--- config.mk ---
export PLATFORM = sky130hd
export DESIGN_NAME = card_dealer
export DESIGN_NICKNAME = d
export VERILOG_FILES = /design/src/rtl/card_dealer.sv
export SDC_FILE = /design/constraint.sdc
export NUM_CORES = 1
export LEC_CHECK = 0
export CORE_MARGIN = 2
export CORE_UTILIZATION = 59
export DETAILED_ROUTE_END_ITERATION = 7
export HOLD_SLACK_MARGIN = 0.06
export PLACE_DENSITY_LB_ADDON = 0.12
export SYNTH_ARGS = -nofsm -noshare
export SYNTH_HDL_FRONTEND = slang
export SYNTH_SLANG_ARGS = --single-unit
--- constraint.sdc ---
create_clock -name clk_50M -period 4.1 [get_ports clk_50M]
set_clock_uncertainty 0.2 [all_clocks]
set_input_delay 0.41 -clock clk_50M [delete_from_list [all_inputs] [get_ports clk_50M]]
set_output_delay 0.41 -clock clk_50M [all_outputs]
set_load 0.1 [all_outputs]
--- src/rtl/card_dealer.sv ---
// card_dealer: draws one card from a 52-card deck on request.
// The free-running count is sampled as the card index, reduced modulo 52,
// and then advanced past any card that has already been dealt.
// Optional build macro CARD_DEALER_REPLACE_EN: deal with replacement
// (infinite shoe, no dealt mask, o_Empty tied low, o_Dealt saturates at 63).
module card_dealer #(
  parameter int WIDTH = 12
) (
  input  logic             clk_50M,
  input  logic             i_Reset_n,
  input  logic [WIDTH-1:0] i_Count,
  input  logic             i_Deal,
  input  logic             i_Shuffle,
  output logic             o_Busy,
  output logic             o_Valid,
  output logic [3:0]       o_Rank,
  output logic [1:0]       o_Suit,
  output logic [3:0]       o_Points,
  output logic             o_IsAce,
  output logic [5:0]       o_Dealt,
  output logic             o_Empty
);

  typedef enum logic [1:0] {IDLE, REDUCE, PROBE} state_t;

  state_t           state, next_state;
  logic [WIDTH-1:0] r_idx;
  logic [5:0]       slot;
  logic             slot_used;
  logic             load_idx, reduce_idx, advance_idx, commit, clear;
  logic [1:0]       card_suit;
  logic [5:0]       suit_base;
  logic [3:0]       card_rank;
  logic [3:0]       card_points;
  logic [5:0]       dealt_next;

  assign slot   = r_idx[5:0];
  assign o_Busy = (state != IDLE);

`ifdef CARD_DEALER_REPLACE_EN
  assign slot_used  = 1'b0;
  assign o_Empty    = 1'b0;
  assign dealt_next = (o_Dealt == 6'd63) ? o_Dealt : o_Dealt + 6'd1;
`else
  logic [51:0] mask;
  assign slot_used  = mask[slot];
  assign o_Empty    = (o_Dealt == 6'd52);
  assign dealt_next = o_Dealt + 6'd1;
`endif

  // State register
  always_ff @(posedge clk_50M or negedge i_Reset_n) begin
    if (!i_Reset_n) state <= IDLE;
    else            state <= next_state;
  end

  // Next-state and datapath control strobes; shuffle always wins
  always_comb begin
    next_state  = state;
    load_idx    = 1'b0;
    reduce_idx  = 1'b0;
    advance_idx = 1'b0;
    commit      = 1'b0;
    clear       = 1'b0;
    case (state)
      IDLE: begin
        if (i_Shuffle) begin
          clear = 1'b1;
        end else if (i_Deal && !o_Empty) begin
          load_idx   = 1'b1;
          next_state = REDUCE;
        end
      end
      REDUCE: begin
        if (i_Shuffle) begin
          clear      = 1'b1;
          next_state = IDLE;
        end else if (r_idx >= WIDTH'(52)) begin
          reduce_idx = 1'b1;
        end else begin
          next_state = PROBE;
        end
      end
      PROBE: begin
        if (i_Shuffle) begin
          clear      = 1'b1;
          next_state = IDLE;
        end else if (slot_used) begin
          advance_idx = 1'b1;
        end else begin
          commit     = 1'b1;
          next_state = IDLE;
        end
      end
      default: next_state = IDLE;
    endcase
  end

  // Index to suit/rank/points mapping
  always_comb begin
    if (slot >= 6'd39) begin
      card_suit = 2'd3;
      suit_base = 6'd39;
    end else if (slot >= 6'd26) begin
      card_suit = 2'd2;
      suit_base = 6'd26;
    end else if (slot >= 6'd13) begin
      card_suit = 2'd1;
      suit_base = 6'd13;
    end else begin
      card_suit = 2'd0;
      suit_base = 6'd0;
    end
    card_rank   = 4'(slot - suit_base + 6'd1);
    card_points = (card_rank >= 4'd10) ? 4'd10 : card_rank;
  end

  // Index register, dealt count and registered card outputs
  always_ff @(posedge clk_50M or negedge i_Reset_n) begin
    if (!i_Reset_n) begin
      r_idx    <= '0;
      o_Valid  <= 1'b0;
      o_Rank   <= '0;
      o_Suit   <= '0;
      o_Points <= '0;
      o_IsAce  <= 1'b0;
      o_Dealt  <= '0;
    end else begin
      o_Valid <= commit;
      if (load_idx)    r_idx <= i_Count;
      if (reduce_idx)  r_idx <= r_idx - WIDTH'(52);
      if (advance_idx) r_idx <= (slot == 6'd51) ? '0 : r_idx + WIDTH'(1);
      if (clear)       o_Dealt <= '0;
      if (commit) begin
        o_Rank   <= card_rank;
        o_Suit   <= card_suit;
        o_Points <= card_points;
        o_IsAce  <= (card_rank == 4'd1);
        o_Dealt  <= dealt_next;
      end
    end
  end

`ifndef CARD_DEALER_REPLACE_EN
  // Dealt-card mask
  always_ff @(posedge clk_50M or negedge i_Reset_n) begin
    if (!i_Reset_n)  mask <= '0;
    else if (clear)  mask <= '0;
    else if (commit) mask[slot] <= 1'b1;
  end
`endif

endmodule

==> results.md, run 1 <==
- Of the total synthesized cell area, the portion taken by XOR and XNOR cells is 0.02046.
- The placement row count is 32.
- Counting instances in the post-synthesis netlist gives the leading cell types as sky130_fd_sc_hd__nand2_1, sky130_fd_sc_hd__dfrtp_1, sky130_fd_sc_hd__o21ai_0, sky130_fd_sc_hd__nor2_1, sky130_fd_sc_hd__nand3_1.
- The run finished with clean final reports.
- The final core utilization is 0.6807.
- The core footprint is just under 8000 sq um.
- In this run, distinct cell masters in the synthesized netlist total between 70 and 80.
- The largest fanout of any net on the critical path is 8.
- Counting I/O delays and the setup requirement, the final critical path takes 3797 ps.
- The mean instance size in the synthesized netlist is ~9.4 sq um.
- Port buffering added 35 buffers.
- The final route contains between 3k and 4k vias.
- At the worst endpoint, the required time is 4150 ps.
- The clock tree from TritonCTS is built.
- Synthesis handed over a netlist of between 500 and 600 instances.
- The clock latency reported for the late side of the worst-skew pair is between 300 and 400 ps.
- The clock-pin transition on the worst setup and hold timing paths is roughly 80 ps.
- The type of destination of the critical path is a register.
- The share of synthesized cell area in and, or, nand and nor gates is 0.1900.
- The class of the most critical setup path is register to register.
- The final-stage net count is 559.
- Summed over all layers, the routed wires come to about 11000 microns.
- In the final layout, the share of cells above drive strength 1 is 0.09756.
- The cell area power density is slightly below 700 nW/um^2.
- After synthesis, the share of cell area in mux cells is 0.05925.
- The wire-length estimate of the detail-placed layout is ~7700 microns.
- The synthesized net count is between 500 and 600.
- Setup violations remaining at the end of the flow were counted as 0.
- The post-CTS setup-driven buffer insertion count is 0.
- The worst-case clock buffer depth is 2.
- The wire length of the first global-routing pass is around 19000 microns.
- The via count of the first global-routing pass is between 3k and 4k.
- The maximum ir drop on the vdd rail is between 0.4 and 0.5 mV.
- The number of hold violations in the final report is 0.
- The first-pass iteration count of the detailed router is 5.
- For the final routed database, the setup TNS stands at 0 ps.
- Of the total synthesized cell area, the portion taken by full adders, half adders and majority gates is 0.03879.
- In the routed design, unresolved DRC markers number 0.
- The post-route clock period utilization is 0.9261.
- After synthesis, the largest family of logic cells by area is compound AO/OA/AOI/OAI gates.
- The cell area that synthesis handed to floorplanning was around 4700 sq um.
- The share of the Yosys chip area taken by registers is 0.4463.
- In the synthesized netlist the dominant register cell turns out to be sky130_fd_sc_hd__dfrtp_1.
- The detail-routed via count per cell is ~6.1.
- The most repeated cell in the gate-level netlist after synthesis is sky130_fd_sc_hd__nand2_1.
- The die width is roughly 93 microns.
- The library cell occupying the most area in the post-synthesis netlist is sky130_fd_sc_hd__dfrtp_1.
- The number of violations of the max-capacitance limit is 0.
- The slew at the pin closest to its max-slew limit is around 1100 ps.
- In this run, synthesis inferred 0 flip-flops with an integrated enable.
- STA puts the critical path data arrival time at between 3000 and 4000 ps.
- The H-tree level count is 3.
- The number of clock buffers added by TritonCTS is 9.
- The worst pin sits at a relative slew slack of 0.2934.
- The post-detailed-route wirelength per cell is around 18 microns.
- Setup repair after global routing left no endpoint under its margin.
- The initial antenna violation count is 0.
- Clock tree synthesis found a total of 84 sinks.
- Derived from the worst setup path, the maximum achievable clock frequency is between 200 and 300 MHz.
- The count of nets left with antenna violations once routing finished came out at 0.
- The worst setup path is launched from a register.
- The initial core utilization is 0.6095.
- Routability-driven placement finished with a final weighted congestion of slightly above 0.9.
- The reg-to-reg critical path endpoint is o_Points[0]$_DFFE_PN0P_.
- The share of Yosys cell area claimed by the top area cell type is 0.4463.
- The number of cells on the worst reg-to-reg path is 12.
- The register bit total from synthesis is between 80 and 90.
- Of all flip-flops after synthesis, the portion carrying an async set or reset was 1.000.
- The startpoint identified for the worst register-to-register timing path is r_idx[2]$_DFFE_PN0P_.
- The overall die height is slightly above 90 microns.
- The number of hold buffers added after CTS is 0.
- In this run the static leakage power is between 2 and 2.5 nW.
- The detailed router finished its first iteration with about 310 violations.
- The number of top-level design ports is 36.
- The class of the most critical hold timing path is input pin to asynchronous set/reset pin.
- The total overflow left after global routing is 0.
- The setup slack of the worst register-to-register path is a little over 300 ps.
- The Yosys step of the flow raised 0 warnings.
- The largest net degree at the start of global routing is 85.
- The max-slew violation total from the final report was 0.
- In the global route stage, overall resource usage came out at 0.2787.
- The count of antenna diodes in the layout is 0.
- The floorplan step defined a die boundary enclosing 8713 sq um.
- After synthesis, the cell types taking the most area are sky130_fd_sc_hd__dfrtp_1, sky130_fd_sc_hd__nand2_1, sky130_fd_sc_hd__o21ai_0.
- Clock tree synthesis selected as its root buffer the cell sky130_fd_sc_hd__clkbuf_8.
- Compared with the post-synthesis result, the final layout area differs by 11.69%.
- The compound-gate portion of the synthesized area came to 0.1934.
[report_power, final]
| part | switching, mW | internal [mW] | total [mW] |
|---|---|---|---|
| sequential | 0.179 | 0.947 | 1.13 |
| clock | 0.297 | 0.232 | 0.529 |
| combinational | 1.26 | 0.647 | 1.91 |
| total | 1.74 | 1.83 | 3.56 |
[logic make-up (layout without fill, tap and decap cells)]
logic type / after synthesis / count (layout)
AOI/OAI and AO/OA: 137 / 137
xor gates and xnor gates: 11 / 11
adders and majority gates: 14 / 14
buffers and inverters: 44 / 74
DFF: 84 / 84
muxes: 23 / 23
and+or+nand+nor: 190 / 190
[layout make-up]
cell class	count	area [sq um]
multi-input combinational	375	2371
clock buffer	11	141.4
fill	615	2467
clock inverter	4	26.28
tap	102	127.6
inverter	14	56.30
timing repair buffer	45	435.4
sequential	84	2102
[critical path: stages, from the launching register on]
cell and delay (ps):
sky130_fd_sc_hd__dfrtp_1 560, sky130_fd_sc_hd__clkinvlp_4 300, sky130_fd_sc_hd__ha_1 260, sky130_fd_sc_hd__o21a_1 90, sky130_fd_sc_hd__o21ai_0 340, sky130_fd_sc_hd__a31oi_1 250
sky130_fd_sc_hd__and2_1 230, sky130_fd_sc_hd__ha_1 200, sky130_fd_sc_hd__fa_1 380, sky130_fd_sc_hd__xor2_1 190, sky130_fd_sc_hd__xnor2_2 270, sky130_fd_sc_hd__a21oi_1 90
sky130_fd_sc_hd__mux2_1 300
[cells in the final DEF (no fill, tap or decap), types with 3 or more instances in the layout]
| master | n |
|---|---|
| sky130_fd_sc_hd__a21oi_1 | 12 |
| sky130_fd_sc_hd__a221o_1 | 4 |
| sky130_fd_sc_hd__a221oi_1 | 3 |
| sky130_fd_sc_hd__a22o_1 | 3 |
| sky130_fd_sc_hd__a31oi_1 | 5 |
| sky130_fd_sc_hd__and3_1 | 3 |
| sky130_fd_sc_hd__buf_4 | 10 |
| sky130_fd_sc_hd__clkbuf_8 | 10 |
| sky130_fd_sc_hd__clkdlybuf4s50_1 | 34 |
| sky130_fd_sc_hd__dfrtp_1 | 84 |
| sky130_fd_sc_hd__ha_1 | 13 |
| sky130_fd_sc_hd__inv_1 | 10 |
| sky130_fd_sc_hd__mux2_1 | 3 |
| sky130_fd_sc_hd__mux2_2 | 3 |
| sky130_fd_sc_hd__mux2i_1 | 14 |
| sky130_fd_sc_hd__nand2_1 | 92 |
| sky130_fd_sc_hd__nand2b_1 | 5 |
| sky130_fd_sc_hd__nand3_1 | 19 |
| sky130_fd_sc_hd__nand3b_1 | 3 |
| sky130_fd_sc_hd__nand4_1 | 7 |
| sky130_fd_sc_hd__nor2_1 | 29 |
| sky130_fd_sc_hd__nor2b_1 | 4 |
| sky130_fd_sc_hd__nor3_1 | 4 |
| sky130_fd_sc_hd__o211ai_1 | 8 |
| sky130_fd_sc_hd__o21ai_0 | 60 |
| sky130_fd_sc_hd__o21ai_1 | 3 |
| sky130_fd_sc_hd__o21ai_2 | 8 |
| sky130_fd_sc_hd__o2bb2ai_1 | 4 |
| sky130_fd_sc_hd__or3_1 | 4 |
| sky130_fd_sc_hd__xnor2_1 | 5 |
| sky130_fd_sc_hd__xor2_1 | 5 |
[worst max-delay path by stage]
stage | start | endpoint | slack, ps | depth (start not counted)
floorplan | o_Dealt[0]$_DFFE_PN0P_ | r_idx[6]$_DFFE_PN0P_ | 450 | 7
global placement | r_idx[2]$_DFFE_PN0P_ | o_Points[0]$_DFFE_PN0P_ | 470 | 13
detailed placement | r_idx[2]$_DFFE_PN0P_ | o_Points[0]$_DFFE_PN0P_ | 270 | 12
CTS | r_idx[2]$_DFFE_PN0P_ | o_Points[0]$_DFFE_PN0P_ | 250 | 12
global route | r_idx[2]$_DFFE_PN0P_ | o_Points[0]$_DFFE_PN0P_ | 120 | 12
finish | r_idx[2]$_DFFE_PN0P_ | o_Points[0]$_DFFE_PN0P_ | 300 | 12
[stage by stage]
stage	instance area, sq um	std cells	setup WS [ps]	total power [mW]	hold slack, ps
final	5260	635	303.2	3.564	1.535
after global routing	5260	635	119.8	3.770	113.8
after CTS	5249	635	246.0	3.529	79.24
after detailed placement	5081	620	268.6	2.997	263.6
after global placement	5081	620	472.5	2.954	258.8
after floorplan	4710	503	445.5	2.569	-85.59
[flip-flops by register name, indices dropped and copies added (netlist names)]
register	count
o_IsAce	1
o_Suit	2
r_idx	12
mask	52
state	2
o_Dealt	6
o_Valid	1
o_Rank	4
o_Points	4
[routing by layer]
layer,global-route usage,part of all wire
met1,0.3894,0.44
met2,0.4263,0.47
met3,0.04835,0.054
met4,0.1275,0.029
met5,0,0
[what timing repair did]
| item | in CTS | in global routing |
|---|---|---|
| resized for setup | 0 | 2 |
| hold endpoints to repair | 0 | 0 |
| endpoints found under the setup margin | 0 | 1 |
(Power assumes the default switching activity.)
==> run 2, diff against run 1 <==
ABC_AREA = 1   (was default)
CORE_UTILIZATION = 60   (was 59)
==> run 2 against run 1 <==
Compared with the run above: critical path depth rose by 3; sequential share of layout area fell by 4.0 points; flip-flop and latch count did not move; sequential power barely moved.
==> results.md, run 2 <==
- The cell area power density came to 673.9 nW/um^2 (-0.53%).
- The register area is 2102 sq um (unchanged).
- The number of hold buffers added after CTS is 0 (unchanged).
- By count the netlist is led by sky130_fd_sc_hd__nand2_1, sky130_fd_sc_hd__nor2_1, sky130_fd_sc_hd__dfrtp_1, sky130_fd_sc_hd__nand3_1, sky130_fd_sc_hd__inv_1.
- The combined area of all synthesized cells was 5250 sq um (+11%).
- The fraction of registers with async set or reset after synthesis is 1.000 (unchanged).
- The count of antenna diodes in the layout is 0 (unchanged).
- The initial core utilization was 0.6109 (+0.001493).
- The weighted congestion reported at the end of routability-driven placement is 0.9203 (+0.81%).
- The largest net degree at the start of global routing is 85 (unchanged).
- The post-detailed-route wirelength per cell is 14.14 microns (-21%).
- The largest registers in the layout are mask x52, r_idx x12, o_Dealt x6.
- The share of layout cells above drive strength 1 came to 0.06428 (-0.03328).
- The number of nets still failing antenna checks after routing came to 0 (unchanged).
- The placement row count was 34 (+6.3%).
- The overall fraction of global-route tracks in use is 0.2892 (+0.01049).
- The share of Yosys cell area claimed by the top area cell type is 0.4004 (-0.04595).
- The detail-routed via count per cell was 5.352 (-12%).
- In the post-synthesis netlist, the biggest area contributors are sky130_fd_sc_hd__dfrtp_1, sky130_fd_sc_hd__nand2_1, sky130_fd_sc_hd__nor2_1.
- The clock period minus final worst setup slack was 3604 ps (-192.7 ps).
- The post-route clock period utilization is 0.8790 (-0.04701).
- The area growth from synthesis to final layout is 11.30%.
- The worst-case clock buffer depth is 2 (unchanged).
- The part of the Yosys area used for sequential elements is 0.4004 (-0.04595).
- The floorplan die area came to 9514 sq um (+9.2%).
- The required time at the endpoint of the critical path is 4170 ps (+20 ps).
- The number of top-level design ports is 36 (unchanged).
- The first-pass iteration count of the detailed router is 5 (unchanged).
- The initial antenna violation count was 0 (unchanged).
- The flip-flop count of the largest register, all copies and words added is 52 (unchanged).
- The mean instance size in the synthesized netlist is 6.731 sq um (-28%).
- The final-stage net count is 834 (+49%).
- The clock latency reported for the late side of the worst-skew pair came to 360 ps (about the same).
- The cell class contributing the biggest share of worst-path delay is simple AND/OR/NAND/NOR gates.
- The post-CTS setup-driven buffer insertion count is 0 (unchanged).
- The number of hold violations in the final report is 0 (unchanged).
- The sink count of the clock tree is 84 (unchanged).
- The core footprint came to 8593 sq um (+11%).
- The startpoint kind of the worst setup timing path is a register.
- The run finished with clean final reports.
- Setup repair after global routing left no endpoint under its margin.
- TritonCTS built the clock tree.
- The post-cts gate resize count is 0 (unchanged).
- The number of buffers and inverters on the critical path is 2 (+1).
- The cell count after placement is 901 (+45%).
- The type of destination of the critical path is a register.
- Summed over all instances, the cell type with the most area after synthesis is sky130_fd_sc_hd__dfrtp_1.
- The final non-filler cell total is 917 (+44%).
- The number of enable-type register cells in the synthesized netlist is 0 (unchanged).
- The overall routed net length is 12970 microns (+14%).
- The largest fanout of any net on the critical path was 16 (+8).
- The max-slew violation total from the final report is 0 (unchanged).
- The maximum ir drop on the vdd rail is 0.3079 mV (-32%).
- The number of instances in the synthesized netlist was 780 (+55%).
- In the layout the commonest cells are sky130_fd_sc_hd__nand2_1, sky130_fd_sc_hd__nor2_1, sky130_fd_sc_hd__dfrtp_1, sky130_fd_sc_hd__nand3_1, sky130_fd_sc_hd__inv_1.
- The slew at the pin closest to its max-slew limit was 1197 ps (+137.4 ps).
- The delay of the slowest cell on the worst path came to 720 ps (+160 ps).
- The die width came to 97.54 microns (+4.5%).
- The static leakage is 2.872 nW (+28%).
- The maximum achievable frequency came to 277.5 MHz (+5.3%).
- The clock-pin transition on the worst setup and hold timing paths is 90 ps (about the same).
- The synthesized net count was 810 (+52%).
- The cell that appears most often on the critical path is sky130_fd_sc_hd__nand2_1.
- Leaving out fill and tap cells, the most frequent cell in the layout is sky130_fd_sc_hd__nand2_1.
- The area of combinational cells with multiple inputs is 2746 sq um (+16%).
- The register bit total from synthesis is 84 (unchanged).
- The aggregate negative setup slack was 0 ps (unchanged).
- The warning count from the yosys run was 0 (unchanged).
- The remaining design rule violation count is 0 (unchanged).
- The top flip-flop cell by instance count after synthesis is sky130_fd_sc_hd__dfrtp_1.
- The most repeated cell in the gate-level netlist after synthesis is sky130_fd_sc_hd__nand2_1.
- The worst max-slew margin expressed relative to the limit is 0.1957 (-0.09774).
- The critical path data arrival time is 3680 ps (-170 ps).
- The number of CTS-inserted buffers came to 9 (unchanged).
- The H-tree level count is 3 (unchanged).
- The detailed-route via count is 4908 (+26%).
- The largest individual stage delay along the critical path comes from the cell sky130_fd_sc_hd__dfrtp_1.
- The distinct cell type count of the synthesized netlist is 35 (-53%).
- The wire length of the first global-routing pass is 22670 microns (+21%).
- The critical path in this run is classified as register to register.
- The critical path goes through inv_1, ha_1, nand2_1, nand3_1, nand2_1, nand3_1, nand2_1, inv_1, fa_1, xnor2_1, xor2_1, or2_1, and2_1, or2_0, o21ai_0.
- The count of buffers inserted at the top-level ports is 35 (unchanged).
- The worst hold margin is 12.96 ps (+11.43 ps).
- The post-DP HPWL is 8845 microns (+14%).
- Ranked by flip-flop count, first place goes to mask.
- The via count of the first global-routing pass is 4760 (+29%).
- The overall die height was 97.54 microns (+4.5%).
- The final global-route overflow total is 0 (unchanged).
- The number of violations of the max-capacitance limit is 0 (unchanged).
- The count of routing violations after the opening detailed-route iteration is 369 (+18%).
- The buffer type at the clock tree root is sky130_fd_sc_hd__clkbuf_8.
- The final count of negative-setup-slack endpoints came to 0 (unchanged).
- The count of filler cells inserted in the layout is 782 (+27%).
- The class of the most critical hold timing path is input pin to asynchronous set/reset pin.
## run 2: worst register-to-register path, stage by stage, from the launching register on
cell	delay (ps)
sky130_fd_sc_hd__dfrtp_1	720
sky130_fd_sc_hd__inv_1	300
sky130_fd_sc_hd__ha_1	270
sky130_fd_sc_hd__nand2_1	70
sky130_fd_sc_hd__nand3_1	60
sky130_fd_sc_hd__nand2_1	130
sky130_fd_sc_hd__nand3_1	140
sky130_fd_sc_hd__nand2_1	120
sky130_fd_sc_hd__inv_1	60
sky130_fd_sc_hd__fa_1	430
sky130_fd_sc_hd__xnor2_1	150
sky130_fd_sc_hd__xor2_1	190
sky130_fd_sc_hd__or2_1	200
sky130_fd_sc_hd__and2_1	160
sky130_fd_sc_hd__or2_0	190
sky130_fd_sc_hd__o21ai_0	150
## run 2: logic make-up (layout without fill, tap and decap cells)
family	Yosys count	after routing	synth area share
AO/OA/AOI/OAI	42	42	0.04314
XOR/XNOR	15	15	0.02502
adder cells (fa/ha/maj)	14	14	0.03480
buffers and inverters	84	113	0.07960
flip-flops	84	84	0.4004
AND/OR/NAND/NOR	541	541	0.4171
## run 2: power by group
group,internal (mW),switching (mW)
Clock,0.362,0.305
Sequential,0.950,0.185
Combinational,0.590,1.55
Total,1.90,2.04
## run 2: cell type report
| cell class | count | area share |
|---|---|---|
| clock inverters | 5 | 0.01435 |
| clock buffers | 11 | 0.02420 |
| repair buffers | 46 | 0.07580 |
| inverters | 51 | 0.03276 |
| multi-input cells | 612 | 0.4700 |
| well taps | 108 | 0.02313 |
| flip-flops and latches | 84 | 0.3597 |
## run 2: final timing paths
| check | slack [ps] | to | from | cells past startpoint |
|---|---|---|---|---|
| min | 10 | o_Dealt[2]$_DFFE_PN0P_ | i_Reset_n | 1 |
| min in group clk_50M | 290 | o_Rank[0]$_DFFE_PN0P_ | o_Rank[0]$_DFFE_PN0P_ | 2 |
| min reg2reg | 290 | o_Rank[0]$_DFFE_PN0P_ | o_Rank[0]$_DFFE_PN0P_ | 2 |
| max in group asynchronous | 2960 | mask[37]$_DFFE_PN0P_ | i_Reset_n | 1 |
| max | 500 | o_IsAce$_DFFE_PN0P_ | r_idx[3]$_DFFE_PN0P_ | 15 |
| max reg2reg | 500 | o_IsAce$_DFFE_PN0P_ | r_idx[3]$_DFFE_PN0P_ | 15 |
## run 2: through the flow
step                  util  total power [mW]  instance area, sq um  setup slack, ps
finish              0.6800             3.938                  5843            495.9
global route        0.6800             4.221                  5843            165.3
CTS                 0.6800             3.938                  5843            543.7
detailed placement  0.6538             3.263                  5618            564.1
global placement    0.6538             3.226                  5618            698.7
floorplan                -             2.774                  5255            569.0
## run 2: layer usage
metal	wire length (microns)	share of wire	vias to the layer above	GRT usage
met5	0	0	-	0
met4	247	0.019	0	0.1047
met3	770	0.059	21	0.04317
met2	6055	0.47	166	0.4562
met1	5896	0.45	2269	0.4076
li1	-	-	2452	-
==> run 3, diff against run 2 <==
GPL_TIMING_DRIVEN = 1   (was default)
==> results of run 3 <==
Final layout, timing and power as in run 2 (identical DEF).
